File: config.mk
export PLATFORM = sky130hd
export DESIGN_NAME = text_line_ctrl_flat
export DESIGN_NICKNAME = d
export VERILOG_FILES = /design/src/rtl/text_line_ctrl_if.sv /design/src/rtl/text_line_ctrl.sv /design/src/flat_wrapper.sv
export SDC_FILE = /design/constraint.sdc
export NUM_CORES = 1
export LEC_CHECK = 0
export ABC_AREA = 0
export BUFFER_PORTS_ARGS = -buffer_cell sky130_fd_sc_hd__buf_2
export CAP_MARGIN = 20
export CORE_AREA = 2 2 218 220
export DETAILED_ROUTE_END_ITERATION = 6
export DIE_AREA = 0 0 220 222
export HOLD_SLACK_MARGIN = 0.15
export PLACE_DENSITY = 0.57
export SKIP_CTS_REPAIR_TIMING = 1
export SLEW_MARGIN = 20
export SYNTH_ARGS = -nofsm -noshare
export SYNTH_HDL_FRONTEND = slang
export SYNTH_SLANG_ARGS = --single-unit
File: constraint.sdc
create_clock -name clk -period 3.81 [get_ports clk]
set_clock_uncertainty 0.05 [all_clocks]
set_input_delay 0.381 -clock clk [delete_from_list [all_inputs] [get_ports clk]]
set_output_delay 0.381 -clock clk [all_outputs]
set_load 0.1 [all_outputs]
File: src/rtl/text_line_ctrl_if.sv
// Keyboard command channel for text_line_ctrl.
//   valid : sender has a command on op/code
//   ready : receiver accepts it this cycle (transfer on valid && ready)
//   op    : 00 put char, 01 backspace, 10 clear, 11 reserved
//   code  : character code for put (1..26 = A..Z, 0 = blank)
interface text_line_ctrl_if;
  logic       valid;
  logic       ready;
  logic [1:0] op;
  logic [4:0] code;

  modport master (
    output valid,
    output op,
    output code,
    input  ready
  );

  modport slave (
    input  valid,
    input  op,
    input  code,
    output ready
  );
endinterface

File: src/rtl/text_line_ctrl.sv
// One line of text on the VGA output.
// Holds a NUM_CHARS character buffer written through a valid/ready command channel
// (put, backspace, clear), and runs a free-running two-stage render pipeline that maps
// the current pixel to a buffer cell, addresses the glyph ROM and extracts the pixel bit.
// Ports:
//   clk, rst            pixel clock, asynchronous active-low reset
//   cmd                 command channel (slave side)
//   pix_x, pix_y        current pixel coordinate from VGA timing
//   de_in, hsync_in,
//   vsync_in            timing inputs
//   rom_address         glyph ROM address (code of the stage-1 cell)
//   rom_data            glyph ROM data, 32 rows x 16 bits, bit 0 of a row = leftmost
//   pix_on              foreground pixel, 2 cycles after its coordinate
//   de_out, hsync_out,
//   vsync_out           timing inputs delayed 2 cycles
//   cursor              next write cell, 0..NUM_CHARS
//   busy                high while a clear is sweeping the buffer
module text_line_ctrl #(
  parameter int unsigned NUM_CHARS = 40,
  parameter int unsigned X0        = 0,
  parameter int unsigned Y0        = 224
) (
  input  logic                   clk,
  input  logic                   rst,
  text_line_ctrl_if.slave        cmd,
  input  logic [9:0]             pix_x,
  input  logic [9:0]             pix_y,
  input  logic                   de_in,
  input  logic                   hsync_in,
  input  logic                   vsync_in,
  output logic [9:0]             rom_address,
  input  logic [511:0]           rom_data,
  output logic                   pix_on,
  output logic                   de_out,
  output logic                   hsync_out,
  output logic                   vsync_out,
  output logic [5:0]             cursor,
  output logic                   busy
);

  localparam logic [1:0] OpPut   = 2'b00;
  localparam logic [1:0] OpBksp  = 2'b01;
  localparam logic [1:0] OpClear = 2'b10;

  localparam logic [5:0]  MaxCur  = 6'(NUM_CHARS);
  localparam logic [10:0] XStart  = 11'(X0);
  localparam logic [10:0] XEnd    = 11'(X0 + 16 * NUM_CHARS);
  localparam logic [10:0] YStart  = 11'(Y0);
  localparam logic [10:0] YEnd    = 11'(Y0 + 32);

  typedef enum logic [0:0] {StIdle, StClear} state_e;

  state_e     state_q;
  logic [5:0] cursor_q;
  logic [5:0] clr_idx_q;
  logic       busy_q;

  logic [4:0] char_q [NUM_CHARS];

  logic       accept;
  logic       wr_en;
  logic [5:0] wr_idx;
  logic [4:0] wr_val;

  assign cmd.ready = (state_q == StIdle);
  assign accept    = cmd.valid && cmd.ready;
  assign cursor    = cursor_q;
  assign busy      = busy_q;

  // Single buffer write port shared by put, backspace and the clear sweep.
  always_comb begin
    wr_en  = 1'b0;
    wr_idx = '0;
    wr_val = '0;
    if (state_q == StClear) begin
      wr_en  = 1'b1;
      wr_idx = clr_idx_q;
    end else if (accept) begin
      case (cmd.op)
        OpPut: begin
          if (cursor_q < MaxCur) begin
            wr_en  = 1'b1;
            wr_idx = cursor_q;
            wr_val = (cmd.code <= 5'd26) ? cmd.code : 5'd0;
          end
        end
        OpBksp: begin
          if (cursor_q != '0) begin
            wr_en  = 1'b1;
            wr_idx = cursor_q - 6'd1;
          end
        end
        default: ;
      endcase
    end
  end

  always_ff @(posedge clk or negedge rst) begin
    if (!rst) begin
      for (int i = 0; i < NUM_CHARS; i++) char_q[i] <= '0;
    end else begin
      for (int i = 0; i < NUM_CHARS; i++) begin
        if (wr_en && wr_idx == 6'(i)) char_q[i] <= wr_val;
      end
    end
  end

  always_ff @(posedge clk or negedge rst) begin
    if (!rst) begin
      state_q   <= StIdle;
      cursor_q  <= '0;
      clr_idx_q <= '0;
      busy_q    <= 1'b0;
    end else begin
      unique case (state_q)
        StIdle: begin
          if (accept) begin
            case (cmd.op)
              OpPut:   if (cursor_q < MaxCur) cursor_q <= cursor_q + 6'd1;
              OpBksp:  if (cursor_q != '0) cursor_q <= cursor_q - 6'd1;
              OpClear: begin
                state_q   <= StClear;
                clr_idx_q <= '0;
                busy_q    <= 1'b1;
              end
              default: ;
            endcase
          end
        end
        StClear: begin
          clr_idx_q <= clr_idx_q + 6'd1;
          if (clr_idx_q == MaxCur - 6'd1) begin
            cursor_q <= '0;
            state_q  <= StIdle;
            busy_q   <= 1'b0;
          end
        end
        default: state_q <= StIdle;
      endcase
    end
  end

  // Render stage 1: coordinate decode. Widened to 11 bits so pix_x < X0 never wraps in range.
  logic [10:0] px, py, dx;
  logic [6:0]  cell_d;
  logic [4:0]  row_d;
  logic        in_text_d;
  logic [4:0]  code_d;

  assign px        = {1'b0, pix_x};
  assign py        = {1'b0, pix_y};
  assign dx        = px - XStart;
  assign cell_d    = dx[10:4];
  assign row_d     = 5'(py - YStart);
  assign in_text_d = de_in && (px >= XStart) && (px < XEnd) && (py >= YStart) && (py < YEnd);

  // Registered buffer read: a same-cycle write to this cell is seen next cycle.
  always_comb begin
    code_d = '0;
    for (int i = 0; i < NUM_CHARS; i++) begin
      if (in_text_d && cell_d == 7'(i)) code_d = char_q[i];
    end
  end

  logic       in_text1_q, de1_q, hsync1_q, vsync1_q;
  logic [3:0] col1_q;
  logic [4:0] row1_q;
  logic [4:0] code1_q;

  always_ff @(posedge clk or negedge rst) begin
    if (!rst) begin
      in_text1_q <= 1'b0;
      col1_q     <= '0;
      row1_q     <= '0;
      code1_q    <= '0;
      de1_q      <= 1'b0;
      hsync1_q   <= 1'b0;
      vsync1_q   <= 1'b0;
    end else begin
      in_text1_q <= in_text_d;
      col1_q     <= dx[3:0];
      row1_q     <= row_d;
      code1_q    <= code_d;
      de1_q      <= de_in;
      hsync1_q   <= hsync_in;
      vsync1_q   <= vsync_in;
    end
  end

  assign rom_address = {5'b0, code1_q};

  // Render stage 2: glyph bit at row*16 + col.
  always_ff @(posedge clk or negedge rst) begin
    if (!rst) begin
      pix_on    <= 1'b0;
      de_out    <= 1'b0;
      hsync_out <= 1'b0;
      vsync_out <= 1'b0;
    end else begin
      pix_on    <= in_text1_q && rom_data[{row1_q, col1_q}];
      de_out    <= de1_q;
      hsync_out <= hsync1_q;
      vsync_out <= vsync1_q;
    end
  end

endmodule

File: src/flat_wrapper.sv
// flat-port wrapper written by rule: the top's interface ports become plain ports
module text_line_ctrl_flat 
#(
  parameter int unsigned NUM_CHARS = 40,
  parameter int unsigned X0        = 0,
  parameter int unsigned Y0        = 224
)
  (clk, rst, pix_x, pix_y, de_in, hsync_in, vsync_in, rom_address, rom_data, pix_on, de_out, hsync_out, vsync_out, cursor, busy, cmd_valid, cmd_op, cmd_code, cmd_ready);
  text_line_ctrl_if cmd_i ();
  input  logic clk;
  input  logic rst;
  input  logic [9:0] pix_x;
  input  logic [9:0] pix_y;
  input  logic de_in;
  input  logic hsync_in;
  input  logic vsync_in;
  output logic [9:0] rom_address;
  input  logic [511:0] rom_data;
  output logic pix_on;
  output logic de_out;
  output logic hsync_out;
  output logic vsync_out;
  output logic [5:0] cursor;
  output logic busy;
  input wire logic [$bits(cmd_i.valid)-1:0] cmd_valid;
  input wire logic [$bits(cmd_i.op)-1:0] cmd_op;
  input wire logic [$bits(cmd_i.code)-1:0] cmd_code;
  output wire logic [$bits(cmd_i.ready)-1:0] cmd_ready;
  assign cmd_i.valid = cmd_valid;
  assign cmd_i.op = cmd_op;
  assign cmd_i.code = cmd_code;
  assign cmd_ready = cmd_i.ready;
  text_line_ctrl #(.NUM_CHARS(NUM_CHARS), .X0(X0), .Y0(Y0)) u_core (.clk(clk), .rst(rst), .cmd(cmd_i), .pix_x(pix_x), .pix_y(pix_y), .de_in(de_in), .hsync_in(hsync_in), .vsync_in(vsync_in), .rom_address(rom_address), .rom_data(rom_data), .pix_on(pix_on), .de_out(de_out), .hsync_out(hsync_out), .vsync_out(vsync_out), .cursor(cursor), .busy(busy));
endmodule
==> impl_metrics.py <==
metrics = {
    "synthesis": {
        "yosysWarnings": 0,
        "synth_area_per_cell_um2": 11.4,
        "synth_ff_type": "dfrtp_1",
        "ys_async_sr_fraction_pct": 100,
        "ys_seq_area_share_pct": 36.3,
        "synth_cell_types": 80,
        "synth_seq_cells": 236,
        "synthCells": 1421,
        "synth_edf_count": 0,
        "syn_area_mm2": 0.0163,
    },
    "layout": {
        "final_layout_size_suffix_gt1_share_pct": 53.5,
        "nets": 2575,
        "syn_to_final_growth_pct": 32.4,
        "final.fill_count": 4340,
        "multi_input_area_mm2": 0.00985,
        "final_cell_mix": "560 x buf_2, 234 x dfrtp_1, 212 x mux2_2, 129 x mux4_2, 112 x buf_4",
        "instances_no_fill": 2659,
        "layout_commonest_cell": "buf_2",
        "seq_area_mm2": 0.00591,
    },
    "worst_setup_path": {
        "end_kind": "flip-flop",
        "crit_fanout": 8,
        "r2r-start": "u_core.cursor[0]",
        "crit_required_ns": 4.22,
        "worstRegToRegCells": 9,
        "timing.rr.end": "u_core.char_q[159]",
        "path_class": "reg2reg",
        "rrSetupSlack_ns": 0.43,
        "arrival_ns": 3.79,
        "startpoint_type": "flip-flop",
    },
    "drt": {
        "drt-initial-drc-count": 1429,
        "avgRoutedWirePerCell_um": 31.4,
        "drc": 0,
        "vias_per_cell": 6.03,
        "wirelength_um": 83500,
        "via_count": 16046,
        "ant_nets": 0,
        "drt_first_pass_iters": 6,
    },
    "clock_tree": {
        "path_clk_slew_ns": 0.06,
        "cts_tree": "yes",
        "clock_path_buffers": 3,
        "ctsRootBufferMaster": "clkbuf_16",
        "ctsHtreeMaxLevel": 1,
        "cts_buffers": 27,
        "cts_sinks": 236,
        "clkLatencyLatePin_ns": 0.58,
    },
    "floorplan": {
        "fp-row-count": 79,
        "die_w_um": 220,
        "die_h_um": 222,
        "io-pin-count": 567,
        "dieArea_mm2": 0.0488,
        "start_util_pct": 35.2,
        "core_region_area_mm2": 0.0463,
    },
    "sta": {
        "clock.fmax_mhz": 296,
        "tns_ns": 0,
        "drv_slew": 0,
        "worst_slack_ns": 0.429,
        "final_hold_viol_count": 0,
        "tightest_slew_ns": 1.02,
        "maxSlewHeadroom_pct": 32.0,
        "period_needed_ns": 3.38,
        "rsz0062_at_grt": "false",
        "setup_viol": 0,
        "period_share_pct": 88.7,
    },
    "pwr": {
        "switching_share_pct": 36.3,
        "clockPowerShare_pct": 32.5,
        "power.share.combinational_pct": 34.6,
        "p_int_mw": 5.61,
        "power.switching_mw": 3.20,
        "seqPwrFrac_pct": 32.9,
        "power_density_mw_per_mm2": 409,
        "total_power_mw": 8.81,
        "ir_drop_v": 0.000473,
        "p_leak_nw": 10.1,
    },
    "global_routing": {
        "antenna_found_initial": 20,
        "grt_max_degree": 108,
        "track_usage_pct": 33.3,
        "grt_pass1_wl_um": 117000,
        "grt-ovfl-total": 0,
        "grt_pass1_vias": 16172,
    },
    "worst_hold_path": {
        "min_path_cells": 4,
        "min_from": "cmd_op[0]",
        "hold_class": "in2reg",
        "holdPathEnd": "u_core.clr_idx_q[0]",
    },
    "place": {
        "dpl.cell_count": 2590,
        "gp_congestion": 0.979,
        "port_buffers": 561,
        "dp_hpwl_um": 67200,
        "dp_slack_ns": 0.458,
    },
    "status": {
        "outcome": "complete, no violations",
    },
    "job": {
        "maxCapViolations": 0,
    },
}
[worst max-delay path, cell delays in order (launching register included)]
cell,delay (ns)
dfrtp_1,0.46
inv_1,0.12
ha_1,0.21
nand2b_1,0.19
o21ai_1,0.22
or4_1,0.60
a311o_1,0.38
nor4_2,0.33
and2_1,0.32
mux2_2,0.36
[stage by stage]
step                util (%)  area [um2]  hold WS [ns]
floorplan                  -       16300        0.0354
global placement        44.1       20400         0.284
detailed placement      44.1       20400         0.291
CTS                     46.2       21400        -0.182
global route            46.6       21500         0.312
finish                  46.6       21500         0.269
[synthesized netlist by cell type (5+ instances only)]
cell type	number	area, um2
mux2i_1	45	450
o22ai_1	30	188
and3_1	9	56.3
or3_1	6	37.5
nor3b_1	5	37.5
nor2b_1	24	150
o22a_1	6	52.6
a31oi_1	12	75.1
a21oi_1	46	230
nor2_1	56	210
buf_4	5	37.5
dfrtp_1	236	5910
and2_1	18	113
a211oi_1	13	97.6
a2111oi_0	7	61.3
o221ai_1	5	43.8
nor3_1	21	105
nand2_1	79	297
nand3b_1	8	60.1
clkbuf_1	85	319
nand2b_1	16	100
buf_1	16	60.1
mux2_2	212	2390
nand4b_1	5	43.8
o31ai_1	6	45.0
a22oi_1	41	308
o221a_2	5	56.3
inv_1	14	52.6
a21o_1	5	37.5
mux4_2	129	2910
o21ai_0	57	285
nor4_1	8	50.1
nand4_1	23	144
nand3_1	48	240
o211ai_1	11	82.6
buf_2	18	90.1
[worst max-delay path by stage]
stage,slack [ns],from,to,cells past startpoint
2_1_floorplan,0.03,u_core.cursor[0],u_core.char_q[155],10
3_3_place_gp,0.54,u_core.cursor[0],u_core.char_q[158],9
3_5_place_dp,0.46,u_core.cursor[0],u_core.char_q[155],9
4_1_cts,0.44,u_core.cursor[0],u_core.char_q[159],9
5_1_grt,0.28,u_core.cursor[0],u_core.char_q[155],9
6_report,0.43,u_core.cursor[0],u_core.char_q[159],9
[flip-flops by register name, summed over array words and instances, names as in the netlist, 4 cells and up]
register,count
u_core.char_q,200
u_core.row1_q,5
u_core.cursor,6
u_core.col1_q,4
u_core.code1_q,5
u_core.clr_idx_q,6
[cell type report]
cell class | count | share of cell area (%)
well taps | 607 | 3.52
multi-input cells | 1051 | 45.7
clock buffers | 37 | 3.64
diodes | 6 | 0.0697
flip-flops and latches | 236 | 27.4
clock inverters | 12 | 0.918
inverters | 14 | 0.244
repair buffers | 696 | 18.5
[per-layer routing]
layer / routed length, um / share of wire [%] / vias to the layer above / track usage [%]
met4: 2850 / 3.4 / 4 / 11.1
met3: 6070 / 7.3 / 129 / 5.32
met1: 35100 / 42 / 8312 / 45.6
met5: 27 / 0.032 / - / 0
met2: 39500 / 47 / 784 / 53.5
li1: - / - / 6817 / -
[cells by family after synthesis]
group	after synthesis	share of synthesized area, %
AND/OR/NAND/NOR	350	11.5
XOR/XNOR	2	0.108
buffers and inverters	138	3.44
multiplexers	386	35.3
other	1	0.0230
flip-flops	236	36.3
AO/OA/AOI/OAI	304	13.0
adder cells (fa/ha/maj)	4	0.308
[power groups by stage]
stage / Clock (mW) / Sequential, mW / Combinational (mW)
detailed placement: 0 / 2.94 / 3.01
global route: 3.01 / 2.92 / 3.24
finish: 2.86 / 2.90 / 3.05
global placement: 0 / 2.93 / 2.99
floorplan: 0 / 3.11 / 1.54
CTS: 2.91 / 2.89 / 3.02
(Power assumes the default switching activity.)
